**src/rtl/ram_arbiter.sv**
```systemverilog
// ram_arbiter: round-robin arbiter for two requesters sharing a byte RAM,
// with a lock option that keeps ownership across consecutive accesses.
module ram_arbiter #(
    parameter int RAMSIZE = 64
) (
    input  logic       clk,
    input  logic       reset,
    input  logic       req0,
    input  logic       req1,
    input  logic       we0,
    input  logic       we1,
    input  logic       lock0,
    input  logic       lock1,
    input  logic [7:0] addr0,
    input  logic [7:0] addr1,
    input  logic [7:0] wdata0,
    input  logic [7:0] wdata1,
    output logic       gnt0,
    output logic       gnt1,
    output logic       rvalid0,
    output logic       rvalid1,
    output logic [7:0] rdata,
    output logic       err,
    output logic       owner
);
    localparam int AW = RAMSIZE > 1 ? $clog2(RAMSIZE) : 1;
    localparam logic [8:0] LIMIT = 9'(RAMSIZE);
    typedef enum logic [1:0] {IDLE, ACCESS, LOCKED} state_t;
    state_t state, state_nx;
    logic [7:0] ram [RAMSIZE];
    logic          a_we, a_lock, take, win, in_range;
    logic [7:0]    a_addr, a_wdata;
    logic [AW-1:0] idx;
    // full 8-bit compare: out-of-range addresses never alias onto low RAM
    assign in_range = {1'b0, a_addr} < LIMIT;
    assign idx      = a_addr[AW-1:0];
    always_comb begin
        win      = state == LOCKED ? owner : (req0 && req1 ? ~owner : req1);
        take     = state == LOCKED ? (owner ? req1 : req0) : (state == IDLE && (req0 || req1));
        state_nx = take ? ACCESS : state == ACCESS ? (a_lock ? LOCKED : IDLE) : IDLE;
    end
    always_ff @(posedge clk) begin
        gnt0    <= 1'b0;
        gnt1    <= 1'b0;
        rvalid0 <= 1'b0;
        rvalid1 <= 1'b0;
        err     <= 1'b0;
        if (reset) begin
            state <= IDLE;
            owner <= 1'b1;
            rdata <= '0;
        end else begin
            state <= state_nx;
            if (take) begin
                owner   <= win;
                a_we    <= win ? we1 : we0;
                a_lock  <= win ? lock1 : lock0;
                a_addr  <= win ? addr1 : addr0;
                a_wdata <= win ? wdata1 : wdata0;
                gnt0    <= ~win;
                gnt1    <= win;
            end
            if (state == ACCESS) begin
                err <= ~in_range;
                if (!a_we) begin
                    rdata   <= in_range ? ram[idx] : '0;
                    rvalid0 <= ~owner;
                    rvalid1 <= owner;
                end
            end
        end
    end
    // RAM has no reset so loader contents survive it; reset still blocks a pending write
    always_ff @(posedge clk)
        if (!reset && state == ACCESS && a_we && in_range) ram[idx] <= a_wdata;
endmodule

```
**config.mk**
```make
export PLATFORM = sky130hd
export DESIGN_NAME = ram_arbiter
export DESIGN_NICKNAME = d
export VERILOG_FILES = /design/src/rtl/ram_arbiter.sv
export SDC_FILE = /design/constraint.sdc
export NUM_CORES = 1
export LEC_CHECK = 0
export ABC_AREA = 1
export BUFFER_PORTS_ARGS = -buffer_cell sky130_fd_sc_hd__buf_2
export CAP_MARGIN = 0
export CORE_MARGIN = 3
export CORE_UTILIZATION = 50
export CTS_BUF_LIST = sky130_fd_sc_hd__clkbuf_8
export DETAILED_ROUTE_END_ITERATION = 12
export HOLD_SLACK_MARGIN = 0.03
export PLACE_DENSITY = 0.66
export SYNTH_ARGS = -nofsm -noshare
export SYNTH_HDL_FRONTEND = slang
export SYNTH_SLANG_ARGS = --single-unit
```
**constraint.sdc**
```tcl
create_clock -name clk -period 2.41 [get_ports clk]
set_input_delay 0.1205 -clock clk [delete_from_list [all_inputs] [get_ports clk]]
set_output_delay 0.1205 -clock clk [all_outputs]
set_load 0.01 [all_outputs]
```
==> Yosys cells after proc, flatten, opt, wreduce, memory -nomap -nowiden <==
Memories as Yosys holds them, arrays and structs flattened. A register that Yosys moved wholly into a read port is not among the register bits.
Cells that the tools add are included.
W data, S select, Z words.
{ "classes": {"order_cmp": 1, "eq_ne": 2, "mux": 15, "n_bitwise": 7, "reduce_logical": 14} }
{ "ops": {"columns": ["op", "n"], "rows": [
  ["$mux W8", 3],
  ["$mux W1", 10],
  ["$lt A8 B7 Y1 const B", 1],
  ["$not A1 Y1", 7],
  ["$mux W6", 1],
  ["$reduce_or A3 Y1", 2],
  ["$logic_and A1 B1 Y1", 5],
  ["$reduce_and A2 Y1", 2],
  ["$reduce_or A2 Y1", 2],
  ["$eq A2 B1 Y1 const B", 1],
  ["$eq A2 B2 Y1 const B", 1],
  ["$logic_not A2 Y1", 1],
  ["$mux W2", 1],
  ["$logic_not A1 Y1", 1],
  ["$logic_or A1 B1 Y1", 1]
]} }
{ "word_totals": {"reg_bits": 34, "mem_bits_rw": 512, "inputBits": 40, "out_inout_bits": 14, "elab_cells": 53, "memories": 1} }
{ "memory_table": {"columns": ["name", "depth", "width", "rd", "rd_ports_with_merged_regs", "write_ports", "line_no", "source"], "rows": [
  ["ram", 64, 8, 1, 1, 1, "30", "logic [7:0] ram [RAMSIZE];"]
]} }

==> Logic depth before layout (Yosys ltp) <==
{ "depth": {"word_depth": 6, "depth_mapped": 14, "depth_no_buf": 11} }

==> Worst setup path after synthesis <==
Ideal clock, no wire load.
{ "synth_path": {"kind": "reg2reg", "from": "reg owner", "to": "reg a_addr[0] (enable)", "arrival_ps": 1626, "required_time_ps": 2022, "slack_ps": 397, "path_stages_with_launch": 6, "period_less_slack_ps": 2013, "cell_sequence": "dfxtp_1 > nand2_1 > o21ai_0 > o221ai_1 > nor2_1 > clkbuf_1"} }
{ "synth_via": {"elab_chain_cells": 3} }
{ "synth_lines": {"columns": ["item", "line_no", "source"], "rows": [
  ["from (decl)", "24", "output logic owner"],
  ["from (signal assigned)", "55", "owner <= win;"],
  ["$mux W1 (2 in series)", "39", "take = state == LOCKED ? (owner ? req1 : req0) : (state == IDLE && (req0 || req1));"],
  ["$reduce_and A2 Y1 (no source line)", null, null],
  ["to (signal assigned)", "58", "a_addr <= win ? addr1 : addr0;"],
  ["to (decl)", "32", "logic [7:0] a_addr, a_wdata;"]
]} }
Every way passes these cells.
A chain may end at the register's enable or synchronous reset.

==> summary.txt <==
Run status
  • Status: finished, final reports clean

Layout
  • Fillers: 3,601
  • Flip-flop and latch area: 0.0164 mm^2
  • Area grow syn2layout: 15.9%
  • Multi-input logic area: 0.00539 mm^2
  • Final layout net count: 2,188
  • Share of layout cells above drive strength 1: 13.0%
  • Design Area, Final: 0.0261 mm^2

Timing
  • Clock skew: 0.0328 ns
  • RSZ-0062 raised after global routing: false
  • Sum Neg Setup Slack: 0 ns
  • Final hold violations: 0
  • Slew @ Worst Pin: 0.667 ns
  • Tmin final: 2.24 ns
  • Setup violators final: 0
  • Max Slew Vio Count: 0
  • Fin crit share: 92.7%
  • Worst relative slew slack: 55.6%
  • Fmax: 447 MHz

Route
  • Wirelength per Cell: 20.8 um
  • Routed WL: 58,400 um
  • Via count: 15,769
  • Initial DRT Pass Iterations: 6
  • DRT iter0 DRCs: 2,036
  • DRC errors left: 0
  • ANT nets after route: 0
  • Vias per Instance: 5.61

Critical path
  • Worst r2r dst: rdata[5]$_SDFFE_PP0P_
  • Crit path DAT: 2.76 ns
  • CP Capture Point: rdata[5]$_SDFFE_PP0P_
  • Worst path max stage delay: 0.41 ns
  • Setup crit start kind: register
  • Critical Setup Path Class: reg2reg
  • CP Capture Type: register
  • Worst endpoint required time: 2.93 ns
  • Crit Path Max Fanout: 55
  • Worst Reg-to-Reg Cells: 12
  • Reg2Reg Setup Slack: 0.17 ns
  • Critical-path cell list: clkinv_4 -> buf_12 -> nand2_1 -> nand3_1 -> nand3_1 -> nand2_1 -> nand2_1 -> nand3_1 -> nand3_1 -> nand2_1 -> nand2_1 -> a21oi_1
  • Top cell by count, worst path: nand2_1
  • Slowest-stage cell, CP: dfxtp_4

Clock network
  • Num CTS Buffers: 88
  • CTS clock-pin slew for the worst setup and hold paths: 0.06 ns
  • CTS Buffer Depth: 3
  • Root Buffer: clkbuf_8
  • Clk sinks: 552
  • Clk_lat worst skew: 0.66 ns
  • CTS tree: built
  • H-tree Lvls: 3

GRT
  • Vias in the first global route: 15,533
  • GRT Resource Usage Total: 24.7%
  • Initial antenna violation count: 0
  • Largest net degree at the start of global routing: 129
  • Total grt overflow: 0
  • First-pass GRT wire length: 89,500 um

Power
  • Combinational Power Share: 12.9%
  • VDD IR max: 0.558 mV
  • P_leak: 9.84 nW
  • Clock share of power: 36.1%
  • PD cells: 803 mW/mm^2
  • NetSw: 5.62 mW
  • Seq pwr share: 51.0%
  • Sw Ratio: 26.8%
  • Internal Pwr Total: 15.3 mW

Job
  • Max Cap Violations: 0

Placed design
  • Final HPWL DP: 33,600 um
  • Placer Congestion: 0.888
  • PortBufs: 53
  • Placement Cell Area: 0.0240 mm^2

Synth
  • Post-synthesis sequential area ratio: 72.7%
  • Yosys warns: 0
  • Post-synth net total: 2,002
  • Post-Syn Area: 0.0225 mm^2
  • Synth cell types: 20
  • Syn avg cell area: 11.5 um^2
  • Synthesized flop and latch total: 552
  • Mapped Cells: 1,962

Die
  • Die ar.: 0.0476 mm^2
  • Die Y: 218 um
  • Core Region: 0.0443 mm^2
  • Die X-Extent: 218 um
  • Starting Density: 50.8%
  • Rows: 77
  • Io pins: 54

Min path
  • Hold Crit Class: in2reg
-- synth_stat cells, drive strengths merged --
| cell type | instances | area (um^2) |
|---|---|---|
| a21oi | 9 | 45.0 |
| buf | 91 | 589 |
| clkbuf | 24 | 90.1 |
| clkinv | 2 | 12.5 |
| dfxtp | 22 | 440 |
| edfxtp | 530 | 15900 |
| inv | 18 | 67.6 |
| nand2 | 727 | 2730 |
| nand3 | 449 | 2250 |
| nand3b | 1 | 7.51 |
| nor2 | 75 | 282 |
| nor3 | 4 | 20.0 |
| o21ai | 9 | 45.0 |
| o221ai | 1 | 8.76 |
-- cell families (layout without fill, tap and decap cells) --
kind of cell           after synthesis  in the layout  share of synthesized area (%)
DFF                                552            552                           72.7
and+or+nand+nor                   1256           1256                           23.5
buffers and inverters              135            393                           3.38
AOI/OAI and AO/OA                   19             19                          0.439
other                                0              1                              0
-- metrics by stage --
stage / instances / util, % / power (mW) / worst slack (ns) / hold WS, ns
2_1_floorplan: 1962 / - / 12.6 / 0.397 / 0.197
3_3_place_gp: 2608 / 54.1 / 13.4 / 0.266 / 0.391
4_1_cts: 2810 / 58.7 / 21.0 / 0.0680 / 0.0829
3_5_place_dp: 2608 / 54.1 / 13.4 / 0.259 / 0.389
6_report: 2813 / 58.9 / 20.9 / 0.175 / 0.207
5_1_grt: 2812 / 58.9 / 21.7 / 0.0417 / 0.247
-- worst min path at each step --
stage | from | cells past startpoint | endpoint | slack, ns
3_3_place_gp | wdata1[7] | 3 | a_wdata[7]$_DFFE_PP_ | 0.39
3_5_place_dp | wdata1[6] | 3 | a_wdata[6]$_DFFE_PP_ | 0.39
4_1_cts | req1 | 6 | gnt1$_SDFF_PN0_ | 0.08
2_1_floorplan | reset | 1 | rvalid1$_SDFF_PP0_ | 0.20
6_report | req1 | 6 | gnt1$_SDFF_PN0_ | 0.21
5_1_grt | req1 | 7 | gnt0$_SDFF_PN0_ | 0.25
-- metal layers --
layer	global-route usage [%]	share of wire, %	vias to the layer above
met2	38.2	46	842
li1	-	-	7219
met4	9.50	3.5	0
met3	4.31	9.4	137
met5	0	0	-
met1	35.4	41	7571
-- timing repair --
action | in CTS | in global routing
endpoints found under the hold margin | 38 | 0
gates resized for setup | 0 | 2
hold buffers | 40 | 0
setup buffers | 0 | 1
setup endpoints to repair | 0 | 13
-- critical path, delay by kind of cell, from the launching register on --
| family | cells | cell delay (ns) |
|---|---|---|
| AND/OR/NAND/NOR | 9 | 0.99 |
| buffers and inverters | 2 | 0.59 |
| flip-flops | 1 | 0.41 |
| AO/OA/AOI/OAI | 1 | 0.05 |
-- flip-flops by register name, summed over array words and instances, names as in the netlist, named ones only --
name	count
ram	512
a_addr	8
a_wdata	8
rdata	8
state	2
a_lock	1
a_we	1
err	1
gnt0	1
gnt1	1
owner	1
rvalid0	1
rvalid1	1
-- placed cells by master (no fill, tap or decap) --
cell type	count
a21oi_1	9
dfxtp_2	1
buf_12	20
buf_4	96
clkbuf_8	92
inv_2	1
clkinv_2	9
edfxtp_1	530
dfxtp_4	2
nand3_1	449
clkbuf_16	1
nor2_2	1
inv_1	45
inv_12	1
buf_2	53
inv_8	3
clkinv_4	1
dlygate4sd3_1	40
nand3b_1	1
inv_6	1
o21ai_0	9
dfxtp_1	19
diode_2	1
nand2_1	727
clkinvlp_4	3
clkinv_1	23
nor2_1	74
bufinv_16	3
buf_16	1
nor3_1	4
o221ai_1	1
-- final cells by class --
cell class	count	area share, %
Antenna cell	1	0.00959
Clock buffer	92	4.85
Clock inverter	70	1.53
Inverter	20	0.326
Multi-Input combinational cell	1275	20.7
Sequential cell	552	62.7
Tap cell	592	2.84
Timing Repair Buffer	211	7.05
-- power groups by stage --
stage / combinational (mW) / sequential, mW / clock, mW
floorplan: 1.60 / 11.0 / 0
global placement: 2.54 / 10.9 / 0
detailed placement: 2.56 / 10.9 / 0
CTS: 2.64 / 10.7 / 7.69
global route: 2.95 / 10.7 / 8.11
finish: 2.70 / 10.7 / 7.56
Note: power is estimated with default switching activity, not from simulation.
